### config.mk
export PLATFORM = sky130hd
export DESIGN_NAME = dmem_rd_pipe
export DESIGN_NICKNAME = d
export VERILOG_FILES = /design/src/rtl/dmem_model_pkg.sv /design/src/rtl/dmem_rd_pipe.sv
export SDC_FILE = /design/constraint.sdc
export NUM_CORES = 1
export LEC_CHECK = 0
export ABC_AREA = 1
export BUFFER_PORTS_ARGS = -buffer_cell sky130_fd_sc_hd__buf_2
export CORE_MARGIN = 2
export CORE_UTILIZATION = 44
export CTS_CLUSTER_SIZE = 16
export DETAILED_ROUTE_END_ITERATION = 10
export HOLD_SLACK_MARGIN = 0.05
export PLACE_DENSITY = 0.86
export SYNTH_ARGS = -nofsm -noshare
export SYNTH_HDL_FRONTEND = slang
export SYNTH_SLANG_ARGS = --single-unit
### constraint.sdc
create_clock -name CLOCK -period 0.8 [get_ports CLOCK]
set_input_delay 0.16 -clock CLOCK [delete_from_list [all_inputs] [get_ports CLOCK]]
set_output_delay 0.16 -clock CLOCK [all_outputs]
set_load 0.02 [all_outputs]
### src/rtl/dmem_model_pkg.sv
// Shared types and helpers for the dmem_model data-memory model.
package dmem_model_pkg;

  localparam int RD_LAT_MAX = 4;
  localparam int WORD_W     = 32;

  typedef struct packed {
    logic              valid;
    logic [WORD_W-1:0] data;
  } rd_stage_t;

  function automatic logic [7:0] byte_merge(input logic [7:0] old_byte,
                                            input logic [7:0] new_byte,
                                            input logic       en);
    return en ? new_byte : old_byte;
  endfunction

endpackage

### src/rtl/dmem_rd_pipe.sv
// RD_LAT-deep valid/data delay line; the last stage holds its data between reads.
module dmem_rd_pipe
  import dmem_model_pkg::*;
#(
  parameter int RD_LAT = 1
) (
  input  logic      CLOCK,
  input  logic      RESET,
  input  rd_stage_t in_stage,
  output rd_stage_t out_stage
);

  if (RD_LAT < 1 || RD_LAT > RD_LAT_MAX) begin : g_bad_lat
    $error("dmem_rd_pipe: RD_LAT out of range");
  end

  rd_stage_t stage    [RD_LAT];
  rd_stage_t shift_in [RD_LAT];

  always_comb begin
    shift_in[0] = in_stage;
    for (int i = 1; i < RD_LAT; i++) shift_in[i] = stage[i-1];
  end

  always_ff @(posedge CLOCK or negedge RESET) begin
    if (!RESET) begin
      for (int i = 0; i < RD_LAT; i++) stage[i] <= '0;
    end else begin
      for (int i = 0; i < RD_LAT - 1; i++) stage[i] <= shift_in[i];
      stage[RD_LAT-1].valid <= shift_in[RD_LAT-1].valid;
      if (shift_in[RD_LAT-1].valid) stage[RD_LAT-1].data <= shift_in[RD_LAT-1].data;
    end
  end

  assign out_stage = stage[RD_LAT-1];

endmodule

Word-level counts from Yosys, hierarchy flattened
Index checks and enable logic that the tools add are counted.
Storage, ports and cells
  bits of input ports: 35
  register bits: 33

Logic depth before layout (Yosys ltp)
  word-level depth: 0
  depth in mapped cells: 5
  gate-level depth less buffers: 3

Worst setup path before layout
Ideal clock, no wire load.
  path type: register -> register
  start point: register, netlist name out_stage[0]
  end point: register stage (netlist bit out_stage[0])
  period minus slack after synthesis: 0.682 ns
  arrival time: 0.565 ns
  stages on the path, launching flop included: 3
  required time: 0.683 ns
  setup slack: 0.118 ns
  setup time: 0.117 ns
  path buffers: 0
  path through: dfrtp_1 nand2_2 nand2_1
RTL lines
  end: declaration: RTL line dmem_rd_pipe.sv:17  | rd_stage_t stage [RD_LAT];

Final worst setup path
  start point: register stage (netlist bit out_stage[28])
  end point: output port out_stage[28] (netlist name)
RTL lines
  end: declaration: RTL line dmem_rd_pipe.sv:10  | output rd_stage_t out_stage
No word-level cell between the ends.

==> impl_metrics.toml <==
[outcome]
outcome = "finished with violations"
violations = "design-rule violations, negative setup slack"

[sta]
worst_pin_slew_ns = 0.213
fmax_mhz = 933
rsz0062_at_grt = "true"
finalCriticalPeriod_ns = 1.07
fin_worst_skew_ns = 0
hold_viol = 0
fin_ws_ns = -0.272
relSlewSlack_pct = 85.8
finalSetupViolations = 40
final.period_utilization_pct = 134
drv_slew = 0

[floorplanning]
die_w_um = 58.7
core_um2 = 2810
start_util_pct = 47.0
pin_count = 68
row_count = 19
die-area_um2 = 3450
fp.dieH_um = 58.7

[synthesis]
netlist_instances = 137
syn_area_per_cell_um2 = 9.62
synth_top_cell_by_area = "dfrtp_1"
synth_area_leaders = "dfrtp_1 63%, nand2_1 25%, nand2_2 4.7%, clkbuf_8 3.1%, buf_6 2.6%"
ys_ff_latch = 33
synth_area_um2 = 1320
seq_area_frac_synth_pct = 62.7
syn-num-nets = 172
synth_top_area_share_pct = 62.7
synth-warning-count = 0
synthDistinctLibCells = 7

[placed_design]
io_buffers = 67
placed_area_um2 = 1640
gp_congestion = 0.648
placed_cells = 231
pre_cts_ws_ns = 0.0436
dp_hpwl_um = 1890

[cells_and_area]
syn2layout_area_growth_pct = 83.4
design_area_um2 = 2420
num-nets-final = 297
diodes = 0
fin_cells = 294
largest_reg_flops = 33
drive_gt1_share_pct = 43.3
final.fill_count = 138

[cts]
cts.clk_slew.worst_paths_ns = 0.10
ctsLongestPathBuffers = 2
cts_max_level = 2
cts_root_buffer = "clkbuf_4"
cts_inserted_buffers = 5
clkLatencyLatePin_ns = 0.31
cts_tree = "done"
clock_sinks = 33

[pwr]
pwr-share-clk_pct = 21.9
comb_power_share_pct = 29.7
p_per_area_nw_per_um2 = 1660
switching_share_pct = 30.0
leakagePower_nw = 1.33
p_seq_share_pct = 48.4
switchingPower_mw = 1.20
ir_drop_v = 0.00134
internal_power_mw = 2.80

[critical_path]
crit_arrival_ns = 0.91
crit_path_end_kind = "output pin"
crit_path_max_incr_delay_ns = 0.44
crit_path_max_fanout = 2
critical-path-top-delay-family = "flip-flops"
cp_slowest_cell = "dfrtp_1"
crit_chain = "buf_6"
cp.required_ns = 0.64
path_buf_inv = 1
crit_path_start_kind = "flop"
crit_type = "flop to output pin"

[hold_path]
min-delay-path-class = "input pin to flop"

[drt]
vias_per_cell = 4.65
drc = 4
drt_wl_total_um = 4350
ant_nets = 0
drt_first_iter_violations = 68
wire_per_inst_um = 14.8
drt_pass1_iterations = 7
vias = 1366

[global_route]
grt_pass1_wl_um = 6390
grt_max_degree = 34
grt_pass1_vias = 1412
grt_overflow_total = 0
antenna_found_initial = 0
grt_util_all_layers_pct = 25.7

[job]
maxCapViolCount = 0
## layer usage
layer / GRT usage [%] / part of all wire [%] / vias up
met2: 49.7 / 54 / 62
met5: 0 / 0 / -
met3: 8.13 / 6.3 / 8
li1: - / - / 655
met4: 7.14 / 1.6 / 0
met1: 26.0 / 38 / 641
## cell type report
| cell class | count | area, um^2 | share of cell area [%] |
|---|---|---|---|
| clock buffer | 6 | 41.3 | 1.71 |
| clock inverter | 2 | 10.0 | 0.414 |
| inverter | 1 | 11.3 | 0.466 |
| multi-input combinational | 96 | 400 | 16.6 |
| sequential | 33 | 826 | 34.2 |
| tap | 31 | 38.8 | 1.61 |
| timing repair buffer | 125 | 1090 | 45.1 |
## Yosys cell counts
| cell | n |
|---|---|
| nand2_1 | 86 |
| buf_12 | 1 |
| clkbuf_8 | 3 |
| nand2_2 | 10 |
| dfrtp_1 | 33 |
| buf_6 | 3 |
| inv_8 | 1 |
## per-stage QoR
step                      total power, mW  TNS [ns]  hold WS (ns)  util [%]
final                                4.00     -8.07         0.234      86.1
after detailed placement             2.62         0         0.129      58.6
after global routing                 4.21     -9.77         0.226      86.1
after global placement               2.60         0         0.133      58.6
after CTS                            3.89     -8.06         0.211      82.8
after floorplan                      2.33         0        -0.136         -
## cells by family (layout without fill, tap and decap cells)
kind of cell           after synthesis  in the layout  synth area share [%]
buffers and inverters                8            134                  8.07
flip-flops                          33             33                  62.7
AND/OR/NAND/NOR                     96             96                  29.2
## worst paths after layout
check / slack, ns / to / start / cells after the start
min in group asynchronous: 0.33 / out_stage[10]$_DFFE_PN0P_ / RESET / 3
worst max-delay path: -0.27 / out_stage[28] / out_stage[28]$_DFFE_PN0P_ / 1
worst max register to register: -0.09 / out_stage[1]$_DFFE_PN0P_ / out_stage[1]$_DFFE_PN0P_ / 4
worst min-delay path: 0.23 / out_stage[32]$_DFF_PN0_ / in_stage[32] / 2
max in group asynchronous: 0.28 / out_stage[5]$_DFFE_PN0P_ / RESET / 3
worst min register to register: 0.50 / out_stage[16]$_DFFE_PN0P_ / out_stage[16]$_DFFE_PN0P_ / 2
## placed cells by master (no fill, tap or decap)
| cell type | count |
|---|---|
| inv_8 | 1 |
| dlygate4sd3_1 | 33 |
| clkinv_2 | 2 |
| clkbuf_1 | 1 |
| nand2_1 | 82 |
| buf_6 | 34 |
| dfrtp_1 | 33 |
| buf_2 | 34 |
| clkbuf_4 | 5 |
| buf_12 | 2 |
| nand2_4 | 1 |
| buf_4 | 22 |
| nand2_2 | 13 |
## power groups by stage
stage / logic [mW] / clock network (mW) / registers [mW]
final: 1.19 / 0.876 / 1.93
after floorplan: 0.218 / 0 / 2.11
after global routing: 1.27 / 0.994 / 1.94
after global placement: 0.678 / 0 / 1.92
after CTS: 1.07 / 0.902 / 1.92
after detailed placement: 0.693 / 0 / 1.92
## what timing repair did
item                       in CTS  in global routing
setup buffers                  12                 11
pin swaps                       0                  1
resized for setup              66                  6
hold endpoints to repair       65                  0
setup endpoints to repair      33                 34
hold buffers                   33                  0
No activity file was read; power rests on OpenSTA's default activity.
